--- src/rtl/safety_boot_ctrl.sv ---
// -----------------------------------------------------------------------------
// safety_boot_ctrl
//
// Boot-control register responder for the safety island. A memory-mapped
// subordinate on the island peripheral bus that samples the boot strap after a
// short hold period, sequences the CV32RT core start-up (boot address and
// fetch enable) and collects the end-of-computation status written back by
// the core.
//
// Register map (word offsets on addr_i[7:0], bits [1:0] ignored):
//   0x00 BOOTADDR    RW  boot address driven to the core
//   0x04 FETCHEN     RW  bit0 only, upper bits read 0
//   0x08 CORESTATUS  RW  bit31 = EOC, bits [30:0] = exit code
//   0x0C BOOTMODE    RO  strap value latched when HOLD exits
//   0x10 STATE       RO  boot FSM encoding
//   anything else    error response, read data 0, no state change
//
// Ports:
//   clk_i, rst_ni        clock, asynchronous active-low reset
//   bootmode_i[1:0]      boot strap (01 = Preloaded, all others = Jtag)
//   req_i / gnt_o        bus request / grant (grant is combinational)
//   addr_i, we_i, be_i,
//   wdata_i              request address, write enable, byte enables, data
//   rvalid_o, rdata_o,
//   err_o                response, one cycle after the request
//   boot_addr_o          BOOTADDR to the core
//   fetch_en_o           fetch enable to the core (registered)
//   eoc_o, exit_code_o   CORESTATUS fields
// -----------------------------------------------------------------------------
module safety_boot_ctrl #(
    parameter logic [31:0] BootAddrDefault = 32'h0000_0080,
    // Number of cycles spent in HOLD before the strap is evaluated (1..255).
    parameter int unsigned ResetHoldCycles = 8
) (
    input  logic        clk_i,
    input  logic        rst_ni,
    input  logic [1:0]  bootmode_i,
    input  logic        req_i,
    output logic        gnt_o,
    input  logic [31:0] addr_i,
    input  logic        we_i,
    input  logic [3:0]  be_i,
    input  logic [31:0] wdata_i,
    output logic        rvalid_o,
    output logic [31:0] rdata_o,
    output logic        err_o,
    output logic [31:0] boot_addr_o,
    output logic        fetch_en_o,
    output logic        eoc_o,
    output logic [30:0] exit_code_o
);

    // -------------------------------------------------------------------------
    // Constants
    // -------------------------------------------------------------------------
    localparam logic [1:0] ST_HOLD       = 2'd0;
    localparam logic [1:0] ST_WAIT_FETCH = 2'd1;
    localparam logic [1:0] ST_RUN        = 2'd2;
    localparam logic [1:0] ST_DONE       = 2'd3;

    localparam logic [5:0] OFF_BOOTADDR   = 6'd0;
    localparam logic [5:0] OFF_FETCHEN    = 6'd1;
    localparam logic [5:0] OFF_CORESTATUS = 6'd2;
    localparam logic [5:0] OFF_BOOTMODE   = 6'd3;
    localparam logic [5:0] OFF_STATE      = 6'd4;

    localparam logic [1:0] MODE_PRELOADED = 2'b01;

    localparam logic [7:0] HOLD_LAST = 8'(ResetHoldCycles - 1);

    // -------------------------------------------------------------------------
    // State
    // -------------------------------------------------------------------------
    logic [1:0]  state_q, state_next;
    logic [7:0]  hold_cnt_q, hold_cnt_next;
    logic [31:0] bootaddr_q, bootaddr_next;
    logic        fetchen_q, fetchen_next;
    logic [31:0] status_q, status_next;
    logic [1:0]  bootmode_q, bootmode_next;
    logic        fetch_en_q;

    logic        rvalid_q;
    logic        err_q;
    logic [31:0] rdata_q;

    // -------------------------------------------------------------------------
    // Address decode
    // -------------------------------------------------------------------------
    logic [5:0]  word_off;
    logic        addr_valid;
    logic        wr_en;
    logic        rd_en;
    logic        wr_bootaddr;
    logic        wr_fetchen;
    logic        wr_status;
    logic        unused_addr;

    assign word_off    = addr_i[7:2];
    assign addr_valid  = (word_off <= OFF_STATE);
    assign wr_en       = req_i & we_i & addr_valid;
    assign rd_en       = req_i & ~we_i & addr_valid;
    assign wr_bootaddr = wr_en & (word_off == OFF_BOOTADDR);
    assign wr_fetchen  = wr_en & (word_off == OFF_FETCHEN);
    assign wr_status   = wr_en & (word_off == OFF_CORESTATUS);

    // Only the low byte of the address is decoded, and byte lanes come from be_i.
    assign unused_addr = ^{addr_i[31:8], addr_i[1:0]};

    // Every request is accepted in the cycle it is presented.
    assign gnt_o = req_i;

    // Events that drive the boot FSM out of RUN/DONE. They look at the write
    // itself rather than the stored value so that the transition happens on
    // the same edge the write lands.
    logic eoc_write;
    logic fetch_clear;
    logic hold_done;

    assign eoc_write   = wr_status & be_i[3] & wdata_i[31];
    assign fetch_clear = wr_fetchen & be_i[0] & ~wdata_i[0];
    assign hold_done   = (state_q == ST_HOLD) && (hold_cnt_q == HOLD_LAST);

    // Byte-lane merge of a write into a 32-bit register.
    function automatic logic [31:0] merge_bytes(input logic [31:0] cur,
                                                input logic [31:0] data,
                                                input logic [3:0]  lanes);
        logic [31:0] res;
        res = cur;
        for (int i = 0; i < 4; i++) begin
            if (lanes[i]) begin
                res[8*i +: 8] = data[8*i +: 8];
            end
        end
        return res;
    endfunction

    // -------------------------------------------------------------------------
    // Register write path and boot FSM
    // -------------------------------------------------------------------------
    always_comb begin
        // NOTE: every signal assigned here gets a default first so that no
        // path through the block leaves it unassigned and infers a latch.
        bootaddr_next = bootaddr_q;
        fetchen_next  = fetchen_q;
        status_next   = status_q;
        bootmode_next = bootmode_q;
        hold_cnt_next = hold_cnt_q;
        state_next    = state_q;

        if (wr_bootaddr) begin
            bootaddr_next = merge_bytes(bootaddr_q, wdata_i, be_i);
        end
        if (wr_fetchen && be_i[0]) begin
            fetchen_next = wdata_i[0];
        end
        if (wr_status) begin
            status_next = merge_bytes(status_q, wdata_i, be_i);
        end

        unique case (state_q)
            ST_HOLD: begin
                if (hold_done) begin
                    bootmode_next = bootmode_i;
                    if (bootmode_i == MODE_PRELOADED) begin
                        // Preloaded image: start the core straight away and
                        // reflect that in FETCHEN, overriding any bus write
                        // that landed on the exit edge.
                        fetchen_next = 1'b1;
                        state_next   = ST_RUN;
                    end else begin
                        // Jtag and both reserved strap values wait for the host.
                        state_next = ST_WAIT_FETCH;
                    end
                end else begin
                    hold_cnt_next = hold_cnt_q + 8'd1;
                end
            end
            ST_WAIT_FETCH: begin
                if (fetchen_next) begin
                    state_next = ST_RUN;
                end
            end
            ST_RUN: begin
                if (eoc_write) begin
                    state_next = ST_DONE;
                end else if (fetch_clear) begin
                    state_next = ST_WAIT_FETCH;
                end
            end
            ST_DONE: begin
                if (fetch_clear) begin
                    state_next = ST_WAIT_FETCH;
                end
            end
            default: state_next = ST_HOLD;
        endcase
    end

    always_ff @(posedge clk_i or negedge rst_ni) begin
        if (!rst_ni) begin
            state_q    <= ST_HOLD;
            hold_cnt_q <= 8'd0;
            bootaddr_q <= BootAddrDefault;
            fetchen_q  <= 1'b0;
            status_q   <= 32'd0;
            bootmode_q <= 2'd0;
            fetch_en_q <= 1'b0;
        end else begin
            // NOTE: sequential state uses non-blocking assignments so every
            // flop samples the pre-edge values regardless of statement order.
            state_q    <= state_next;
            hold_cnt_q <= hold_cnt_next;
            bootaddr_q <= bootaddr_next;
            fetchen_q  <= fetchen_next;
            status_q   <= status_next;
            bootmode_q <= bootmode_next;
            fetch_en_q <= (state_next == ST_RUN) || (state_next == ST_DONE);
        end
    end

    // -------------------------------------------------------------------------
    // Read path and response
    // -------------------------------------------------------------------------
    logic [31:0] rd_mux;

    always_comb begin
        rd_mux = 32'd0;
        unique case (word_off)
            OFF_BOOTADDR:   rd_mux = bootaddr_q;
            OFF_FETCHEN:    rd_mux = {31'd0, fetchen_q};
            OFF_CORESTATUS: rd_mux = status_q;
            OFF_BOOTMODE:   rd_mux = {30'd0, bootmode_q};
            OFF_STATE:      rd_mux = {30'd0, state_q};
            default:        rd_mux = 32'd0;
        endcase
    end

    // Reads return the register contents from before any write on the same
    // edge; writes and errors always answer with zero data.
    always_ff @(posedge clk_i or negedge rst_ni) begin
        if (!rst_ni) begin
            rvalid_q <= 1'b0;
            err_q    <= 1'b0;
            rdata_q  <= 32'd0;
        end else begin
            rvalid_q <= req_i;
            err_q    <= req_i & ~addr_valid;
            rdata_q  <= rd_en ? rd_mux : 32'd0;
        end
    end

    // -------------------------------------------------------------------------
    // Outputs
    // -------------------------------------------------------------------------
    assign rvalid_o    = rvalid_q;
    assign err_o       = err_q;
    assign rdata_o     = rdata_q;
    assign boot_addr_o = bootaddr_q;
    assign fetch_en_o  = fetch_en_q;
    assign eoc_o       = status_q[31];
    assign exit_code_o = status_q[30:0];

endmodule

--- config.mk ---
export PLATFORM = sky130hd
export DESIGN_NAME = safety_boot_ctrl
export DESIGN_NICKNAME = d
export VERILOG_FILES = /design/src/rtl/safety_boot_ctrl.sv
export SDC_FILE = /design/constraint.sdc
export NUM_CORES = 1
export LEC_CHECK = 0
export ABC_AREA = 1
export CAP_MARGIN = 10
export CELL_PAD_IN_SITES_DETAIL_PLACEMENT = 0
export CELL_PAD_IN_SITES_GLOBAL_PLACEMENT = 2
export CORE_UTILIZATION = 28
export CTS_BUF_LIST = sky130_fd_sc_hd__clkbuf_4
export DETAILED_ROUTE_END_ITERATION = 10
export PLACE_DENSITY_LB_ADDON = 0.08
export SETUP_SLACK_MARGIN = 0.3
export SYNTH_ARGS = -nofsm -noshare
export SYNTH_HDL_FRONTEND = slang
export SYNTH_SLANG_ARGS = --single-unit
--- constraint.sdc ---
create_clock -name clk_i -period 4.8 [get_ports clk_i]
set_input_delay 0.72 -clock clk_i [delete_from_list [all_inputs] [get_ports clk_i]]
set_output_delay 0.72 -clock clk_i [all_outputs]
set_load 0.1 [all_outputs]
==> results of run 1 <==
area by class of cell:
| cell class | count | area share [%] |
|---|---|---|
| inverters | 25 | 1.46 |
| flip-flops and latches | 111 | 43.4 |
| well taps | 216 | 4.22 |
| multi-input cells | 333 | 24.8 |
| diodes | 1 | 0.0390 |
| clock inverters | 4 | 1.11 |
| repair buffers | 154 | 23.7 |
| clock buffers | 11 | 1.29 |
registers in the layout, summed over array words and instances (netlist names), named ones only:
register and count:
rvalid_o 1, err_o 1, status_q 32, state_q 1
bootmode_q 2, boot_addr_o 32, rdata_o 32, fetchen_q 1
hold_cnt_q 8
power groups by stage:
stage,sequential [mW],clock [mW],combinational (mW)
after CTS,0.966,0.547,0.185
after floorplan,1.02,0,0.0470
after global routing,0.970,0.583,0.198
after detailed placement,0.983,0,0.184
final,0.966,0.525,0.182
after global placement,0.983,0,0.183
worst max path at each step:
stage / slack [ps] / from / end / cells past startpoint
after floorplan: 2800 / addr_i[5] / status_q[0] / 7
after global placement: 1540 / addr_i[2] / status_q[9] / 9
after detailed placement: 1490 / addr_i[2] / status_q[8] / 9
after CTS: 1670 / req_i / gnt_o / 2
after global routing: 1640 / req_i / gnt_o / 2
final: 1670 / req_i / gnt_o / 2
metal layers:
| layer | GRT usage, % | vias to the layer above | share of wire, % |
|---|---|---|---|
| met2 | 28.2 | 112 | 47 |
| li1 | - | 1898 | - |
| met1 | 23.1 | 1909 | 47 |
| met5 | 0 | - | 0 |
| met4 | 6.92 | 0 | 1.4 |
| met3 | 3.26 | 15 | 4.7 |
cell families (layout without fill, tap and decap cells):
kind of cell / count (synthesis) / after routing
flops: 111 / 111
simple gates: 254 / 254
buf+inv: 45 / 194
mux: 1 / 1
fa+ha+maj: 1 / 1
compound gates: 71 / 71
other cells: 0 / 1
xor+xnor: 6 / 6
cells in the mapped netlist, types with 2 or more instances:
cell type,count,area [um^2]
sky130_fd_sc_hd__nand2_1,151,567
sky130_fd_sc_hd__dfrtp_1,110,2750
sky130_fd_sc_hd__nor2_1,47,176
sky130_fd_sc_hd__nand3_1,40,200
sky130_fd_sc_hd__o21ai_0,34,170
sky130_fd_sc_hd__a22oi_1,31,233
sky130_fd_sc_hd__inv_1,25,93.8
sky130_fd_sc_hd__clkbuf_1,13,48.8
sky130_fd_sc_hd__nand4_1,8,50.1
sky130_fd_sc_hd__xor2_1,6,52.6
sky130_fd_sc_hd__buf_1,3,11.3
sky130_fd_sc_hd__buf_2,3,15.0
sky130_fd_sc_hd__nor2_2,3,18.8
sky130_fd_sc_hd__a21oi_1,2,10.0
sky130_fd_sc_hd__a31oi_1,2,12.5
per-stage QoR:
step           hold WS [ps]  std cells
5_1_grt                 303        855
2_1_floorplan           424        489
3_5_place_dp            468        839
6_report                282        855
3_3_place_gp            459        839
4_1_cts                 272        854
==> impl_metrics.json, run 1 <==
{
  "outcome": "finished, final reports clean",
  "finalWorstSetupSlack_ps": 1670,
  "synthesis.area_mm2": 0.00453,
  "most_frequent_standard_cell_in_the_layout_excluding_fill_and_tap_cells": "sky130_fd_sc_hd__nand2_1",
  "critical_path.startpoint_type": "primary input",
  "layout-drive-gt1-share_pct": 5.02,
  "antenna_found_initial": 1,
  "worst-setup-path-type": "primary input to output pin",
  "synth_compound_gate_area_share_pct": 9.67,
  "finalWeightedCongestion": 0.748,
  "cts.repair_timing.setup_buffer_count": 0,
  "cp_max_fo": 4,
  "multi_input_area_mm2": 0.00159,
  "ff2ff_setup_slack_ps": 3060,
  "initial_utilization_pct": 28.6,
  "routed-via-count": 3934,
  "num-nets-final": 709,
  "post_synth_inst_count": 489,
  "p_sw_share_pct": 26.3,
  "cts_tree": "built",
  "largest_family_of_logic_cells_by_synthesized_area": "simple AND/OR/NAND/NOR gates",
  "ir_drop_v": 0.000153,
  "critical-path-top-delay-family": "buffers and inverters",
  "placement.io_buffers": 147,
  "area.growth.synth_to_final_pct": 41.5,
  "muxShareOfSynthArea_pct": 0.249,
  "cells_along_the_critical_path": "clkdlybuf4s50_1 > clkdlybuf4s50_1",
  "timing.hold.worst.class": "primary input to asynchronous set/reset pin",
  "combined_flip_flop_and_latch_cell_area_mm2": 0.00278,
  "max_cap_violations": 0,
  "floorplan.die.height_um": 129,
  "crit_path_max_incr_delay_ps": 1160,
  "die_area_mm2": 0.0167,
  "drt_iter0_markers": 199,
  "finalSetupTns_ps": 0,
  "post_cts_resize_count": 0,
  "most_frequent_cells_in_the_layout": "151 x sky130_fd_sc_hd__nand2_1, 146 x sky130_fd_sc_hd__clkdlybuf4s50_1, 110 x sky130_fd_sc_hd__dfrtp_1",
  "reg2reg_depth": 9,
  "grt_overflow": 0,
  "post_drt_via_cell_ratio": 4.60,
  "finalInstanceArea_mm2": 0.00641,
  "cp.buffers_inverters": 2,
  "synth_fp_nets": 564,
  "p_leak_nw": 2.99,
  "critical_path_end_type": "output pin",
  "power.switching_mw": 0.440,
  "timing.final.hold_violations": 0,
  "crit_path_top_delay_cell": "sky130_fd_sc_hd__clkdlybuf4s50_1",
  "max-slew-margin-rel_pct": 30.6,
  "clockRootBuffer": "sky130_fd_sc_hd__clkbuf_4",
  "synth-adder-area-share_pct": 0.276,
  "fmaxAchievable_mhz": 320,
  "synth_flop_cell": "sky130_fd_sc_hd__dfrtp_1",
  "route.final.wire_length_um": 13800,
  "synthXorXnorAreaFrac_pct": 1.16,
  "grt_use_total_pct": 17.4,
  "grt_first_pass_wirelength_um": 21800,
  "synth_cell_type_count": 26,
  "ys_seq_area_share_pct": 61.3,
  "cts-root-to-sink-buffers": 2,
  "drt_first_pass_iters": 4,
  "timing.rr.end": "hold_cnt_q[7]",
  "antenna_left": 0,
  "required_ps": 4080,
  "first_global_vias": 3945,
  "critPathArrivalTime_ps": 2410,
  "r2r_start": "hold_cnt_q[0]",
  "ys_warn_count": 0,
  "fillCellCount": 1587,
  "synth_enable_flop_cells": 0,
  "final_period_minus_worst_setup_slack_ps": 3130,
  "placement.cell_area_mm2": 0.00625,
  "critical-path-top-cell-by-count": "sky130_fd_sc_hd__clkdlybuf4s50_1",
  "post-route-period-util_pct": 65.2,
  "timing.clock.skew_ps": 17.3,
  "die_width_um": 129,
  "pre_cts_slack_ps": 1490,
  "cts-hold-fix-buffers": 0,
  "power.internal_mw": 1.23,
  "route.detailed.drc": 0,
  "pwr-share-seq_pct": 57.8,
  "synth_simple_gate_area_share_pct": 23.4,
  "worst_skew_pair.late_latency_ps": 470,
  "coreArea_mm2": 0.0158,
  "avgSynthCellArea_um2": 9.27,
  "clock_network_fraction_of_total_power_pct": 31.4,
  "setup_viol": 0,
  "final_core_utilization_pct": 40.5,
  "comb_power_share_pct": 10.9,
  "wire_per_inst_um": 16.1,
  "overall_power_consumption_mw": 1.67,
  "dp_hpwl_um": 9350,
  "rsz0062_at_grt": "false",
  "power_density_mw_per_mm2": 261,
  "tritoncts.num_buffers": 9,
  "max_slew.worst_pin.slew_ps": 1040,
  "synth_async_sr_flop_share_pct": 100,
  "timing_max_transition_violations_final": 0,
  "placement_rows": 46,
  "htree_num_levels": 3,
  "clock-sinks": 111,
  "synth.ff_latch_count": 111,
  "io-pin-count": 174,
  "clk_transition_reported_paths_ps": 170,
  "grt_max_degree": 56
}
No activity file was read; power rests on OpenSTA's default activity.
==> run 2, diff against run 1 <==
--- a/config.mk
+++ b/config.mk
@@ -9,7 +9,7 @@
 export CAP_MARGIN = 10
 export CELL_PAD_IN_SITES_DETAIL_PLACEMENT = 0
 export CELL_PAD_IN_SITES_GLOBAL_PLACEMENT = 2
-export CORE_UTILIZATION = 28
+export CORE_UTILIZATION = 23
 export CTS_BUF_LIST = sky130_fd_sc_hd__clkbuf_4
 export DETAILED_ROUTE_END_ITERATION = 10
 export PLACE_DENSITY_LB_ADDON = 0.08
==> constraint.sdc (replaced) <==
create_clock -name clk_i -period 2.6 [get_ports clk_i]
set_input_delay 0.39 -clock clk_i [delete_from_list [all_inputs] [get_ports clk_i]]
set_output_delay 0.39 -clock clk_i [all_outputs]
set_load 0.1 [all_outputs]
==> impl_metrics.json, run 2 (synthesized netlist as in run 1, its figures left out) <==
{
  "rsz0062_at_grt": "false",
  "die_area_mm2": 0.0203,
  "clk_transition_reported_paths_ps": 190,
  "timing.clock.skew_ps": 21.7,
  "cp_max_fo": 24,
  "most_frequent_cells_in_the_layout": "151 x sky130_fd_sc_hd__nand2_1, 118 x sky130_fd_sc_hd__buf_4, 110 x sky130_fd_sc_hd__dfrtp_1",
  "grt_max_degree": 54,
  "placement_rows": 50,
  "floorplan.die.height_um": 142,
  "critPathArrivalTime_ps": 2400,
  "route.final.wire_length_um": 14200,
  "max_slew.worst_pin.slew_ps": 480,
  "first_global_vias": 4049,
  "timing_max_transition_violations_final": 0,
  "crit_path_top_delay_cell": "sky130_fd_sc_hd__clkdlybuf4s50_1",
  "clock-sinks": 111,
  "post-route-period-util_pct": 75.8,
  "finalSetupTns_ps": 0,
  "io-pin-count": 174,
  "die_width_um": 142,
  "multi_input_area_mm2": 0.00159,
  "antenna_left": 0,
  "max_cap_violations": 0,
  "cells_along_the_critical_path": "clkdlybuf4s50_1 > nor2_1 > nand2_1 > buf_4 > nor3_4 > nand2_2 > buf_4 > nor2_2 > nand2_1 > nand2_1",
  "cts.repair_timing.setup_buffer_count": 0,
  "area.growth.synth_to_final_pct": 40.5,
  "layout-drive-gt1-share_pct": 22.4,
  "pre_cts_slack_ps": 158,
  "cts-root-to-sink-buffers": 2,
  "reg2reg_depth": 9,
  "cts_tree": "built",
  "ff2ff_setup_slack_ps": 820,
  "p_leak_nw": 3.27,
  "route.detailed.drc": 0,
  "grt_first_pass_wirelength_um": 22700,
  "fillCellCount": 2031,
  "critical_path_end_type": "flop",
  "drt_first_pass_iters": 4,
  "timing.rr.end": "hold_cnt_q[7]",
  "grt_overflow": 0,
  "dp_hpwl_um": 10200,
  "htree_num_levels": 3,
  "clockRootBuffer": "sky130_fd_sc_hd__clkbuf_4",
  "fmaxAchievable_mhz": 507,
  "setup_viol": 0,
  "required_ps": 3020,
  "most_frequent_standard_cell_in_the_layout_excluding_fill_and_tap_cells": "sky130_fd_sc_hd__nand2_1",
  "finalWeightedCongestion": 0.772,
  "critical-path-top-cell-by-count": "sky130_fd_sc_hd__nand2_1",
  "num-nets-final": 723,
  "routed-via-count": 3992,
  "wire_per_inst_um": 15.6,
  "final_period_minus_worst_setup_slack_ps": 1970,
  "post_cts_resize_count": 0,
  "timing.hold.worst.class": "primary input to asynchronous set/reset pin",
  "power_density_mw_per_mm2": 492,
  "outcome": "finished, final reports clean",
  "placement.io_buffers": 147,
  "timing.final.hold_violations": 0,
  "combined_flip_flop_and_latch_cell_area_mm2": 0.00278,
  "antenna_found_initial": 1,
  "tritoncts.num_buffers": 9,
  "post_drt_via_cell_ratio": 4.37,
  "r2r_start": "hold_cnt_q[0]",
  "hold-worst-slack_ps": 340,
  "worst_skew_pair.late_latency_ps": 490,
  "crit_path_max_incr_delay_ps": 450,
  "critical_path.startpoint_type": "primary input",
  "finalWorstSetupSlack_ps": 628,
  "initial_utilization_pct": 23.8,
  "coreArea_mm2": 0.0190,
  "worst-setup-path-type": "primary input to flop",
  "max-slew-margin-rel_pct": 67.9,
  "cts-hold-fix-buffers": 1,
  "grt_use_total_pct": 14.6,
  "final_core_utilization_pct": 33.5,
  "drt_iter0_markers": 177,
  "ir_drop_v": 0.000219
}
## run 2: final cells by class
class	instances	share of cell area, %
flip-flops and latches	111	43.6
multi-input cells	333	25.0
repair buffers	168	22.2
well taps	260	5.11
inverters	25	1.47
clock inverters	5	1.32
clock buffers	10	1.18
diodes	2	0.0786
## run 2: power by group
group          internal [mW]  total [mW]  switching (mW)  leakage (nW)
Clock                  0.397        1.01           0.611        0.0787
Sequential              1.76        1.78          0.0245          1.51
Combinational          0.115       0.342           0.227          1.68
## run 2: how the worst max path moves through the flow
stage                    from         endpoint  slack (ps)  depth (start not counted)
global placement    addr_i[3]  boot_addr_o[30]         150                          8
floorplan                flop    hold_cnt_q[7]         690                          8
detailed placement  addr_i[4]     status_q[19]         160                         10
global route        addr_i[4]     status_q[21]         430                         10
CTS                 addr_i[4]     status_q[19]         690                         10
finish              addr_i[4]     status_q[16]         630                         10
## run 2: metal layers
metal  GRT usage, %  up-vias  share of wire [%]
li1               -     1925                  -
met1           19.8     1948                 47
met2           23.2      107                 46
met3           2.76       12                5.1
met4           5.26        0                1.2
met5              0        -                  0
## run 2: worst max-delay path, delay by kind of cell
kind | cells | cell delay, ps
and+or+nand+nor | 7 | 1150
buffers and inverters | 3 | 840
## run 2: stage by stage
step / instance area [um^2] / std cells / power (mW)
6_report: 6370 / 914 / 3.14
4_1_cts: 6360 / 912 / 3.19
3_3_place_gp: 6190 / 896 / 2.16
5_1_grt: 6370 / 914 / 3.28
2_1_floorplan: 4530 / 489 / 1.98
3_5_place_dp: 6190 / 896 / 2.16
==> run 3, diff against run 2 <==
--- a/config.mk
+++ b/config.mk
@@ -9,7 +9,7 @@
 export CAP_MARGIN = 10
 export CELL_PAD_IN_SITES_DETAIL_PLACEMENT = 0
 export CELL_PAD_IN_SITES_GLOBAL_PLACEMENT = 2
-export CORE_UTILIZATION = 23
+export CORE_UTILIZATION = 26
 export CTS_BUF_LIST = sky130_fd_sc_hd__clkbuf_4
 export DETAILED_ROUTE_END_ITERATION = 10
 export PLACE_DENSITY_LB_ADDON = 0.08
==> constraint.sdc (replaced) <==
create_clock -name clk_i -period 1.9 [get_ports clk_i]
set_input_delay 0.285 -clock clk_i [delete_from_list [all_inputs] [get_ports clk_i]]
set_output_delay 0.285 -clock clk_i [all_outputs]
set_load 0.1 [all_outputs]
==> impl_metrics.json, run 3 (synthesized netlist as in run 1, its figures left out) <==
{
  "tritoncts.num_buffers": 9,
  "overall_power_consumption_mw": 4.20,
  "max-slew-margin-rel_pct": 75.7,
  "drt_first_pass_iters": 4,
  "first_global_vias": 4045,
  "grt_overflow": 0,
  "post_drt_via_cell_ratio": 4.53,
  "diodes": 0,
  "placement.cell_area_mm2": 0.00638,
  "timing.hold.worst.class": "primary input to asynchronous set/reset pin",
  "area.growth.synth_to_final_pct": 47.8,
  "rsz0062_at_grt": "true",
  "placement.io_buffers": 147,
  "cp_max_fo": 4,
  "coreArea_mm2": 0.0168,
  "cells_along_the_critical_path": "buf_4",
  "required_ps": 1620,
  "clock-sinks": 111,
  "wire_per_inst_um": 15.3,
  "grt_first_pass_wirelength_um": 22200,
  "max_slew.worst_pin.slew_ps": 365,
  "outcome": "finished, final reports clean",
  "htree_num_levels": 3,
  "route.detailed.drc": 0,
  "worst_skew_pair.late_latency_ps": 470,
  "route.final.wire_length_um": 13800,
  "worst-setup-path-type": "flop to output pin",
  "setup_viol": 0,
  "finalWeightedCongestion": 0.776,
  "max_cap_violations": 0,
  "cts_tree": "built",
  "r2r_start": "hold_cnt_q[0]",
  "layout-drive-gt1-share_pct": 28.2,
  "cts-root-to-sink-buffers": 2,
  "most_frequent_standard_cell_in_the_layout_excluding_fill_and_tap_cells": "sky130_fd_sc_hd__nand2_1",
  "clockRootBuffer": "sky130_fd_sc_hd__clkbuf_4",
  "critPathArrivalTime_ps": 1250,
  "clk_transition_reported_paths_ps": 170,
  "antenna_left": 0,
  "finalInstanceArea_mm2": 0.00670,
  "most_frequent_cells_in_the_layout": "145 x sky130_fd_sc_hd__nand2_1, 135 x sky130_fd_sc_hd__buf_4, 109 x sky130_fd_sc_hd__dfrtp_1",
  "drt_iter0_markers": 213,
  "routed-via-count": 4082,
  "grt_max_degree": 66,
  "timing_max_transition_violations_final": 0,
  "timing.final.hold_violations": 0,
  "critical_path_end_type": "output pin",
  "power_density_mw_per_mm2": 627,
  "cp.buffers_inverters": 1,
  "die_area_mm2": 0.0180,
  "crit_path_top_delay_cell": "sky130_fd_sc_hd__dfrtp_4",
  "final_period_minus_worst_setup_slack_ps": 1530,
  "floorplan.die.height_um": 134,
  "antenna_found_initial": 0,
  "timing.clock.skew_ps": 9.57,
  "ir_drop_v": 0.000401,
  "die_width_um": 134,
  "grt_use_total_pct": 16.1,
  "crit_path_max_incr_delay_ps": 540,
  "io-pin-count": 174,
  "initial_utilization_pct": 26.9,
  "num-nets-final": 751,
  "p_leak_nw": 3.53,
  "dp_hpwl_um": 10200,
  "critical_path.startpoint_type": "flop",
  "critical-path-top-delay-family": "flip-flops",
  "placement_rows": 47,
  "fmaxAchievable_mhz": 652,
  "post-route-period-util_pct": 80.7
}
[run 3: report_power, final]
part | switching (mW) | internal (mW)
sequential | 0.0403 | 2.41
clock | 0.784 | 0.463
combinational | 0.320 | 0.179
[run 3: repair_timing]
item,CTS,global route
endpoints found under the setup margin,27,70
resized for setup,7,25
hold buffers,1,0
setup buffers,1,7
endpoints found under the hold margin,20,0
pin swaps,0,5
[run 3: worst paths after layout]
check | slack (ps) | to | depth (start not counted)
max | 370 | fetch_en_o | 1
min | 250 | rdata_o[28] | 2
max reg2reg | 430 | state_q[0] | 8
min reg2reg | 510 | hold_cnt_q[7] | 2
max in group asynchronous | 970 | boot_addr_o[18] | 3
min in group clk_i | 350 | boot_addr_o[7] | 3
[run 3: layer usage]
metal	global-route usage (%)	wire length, um
met4	5.49	48
met5	0	0
met2	24.7	6420
met1	22.7	6690
met3	3.02	654
[run 3: final cells by class]
cell class,count,area (um^2)
Clock inverter,3,45.0
Fill cell,1744,10100
Clock buffer,13,97.6
Tap cell,220,275
Timing Repair Buffer,196,1740
Multi-Input combinational cell,333,1660
Sequential cell,111,2780
Inverter,25,93.8
[run 3: stage by stage]
| step | worst slack, ps | cells | hold slack, ps | TNS [ps] | utilization (%) |
|---|---|---|---|---|---|
| after floorplan | 313 | 489 | -10.6 | 0 | - |
| after global placement | -236 | 876 | 214 | -10780 | 37.9 |
| after detailed placement | -294 | 876 | 218 | -13820 | 37.9 |
| after CTS | 275 | 894 | 202 | 0 | 39.0 |
| after global routing | 285 | 901 | 215 | 0 | 39.8 |
| final | 366 | 901 | 245 | 0 | 39.8 |
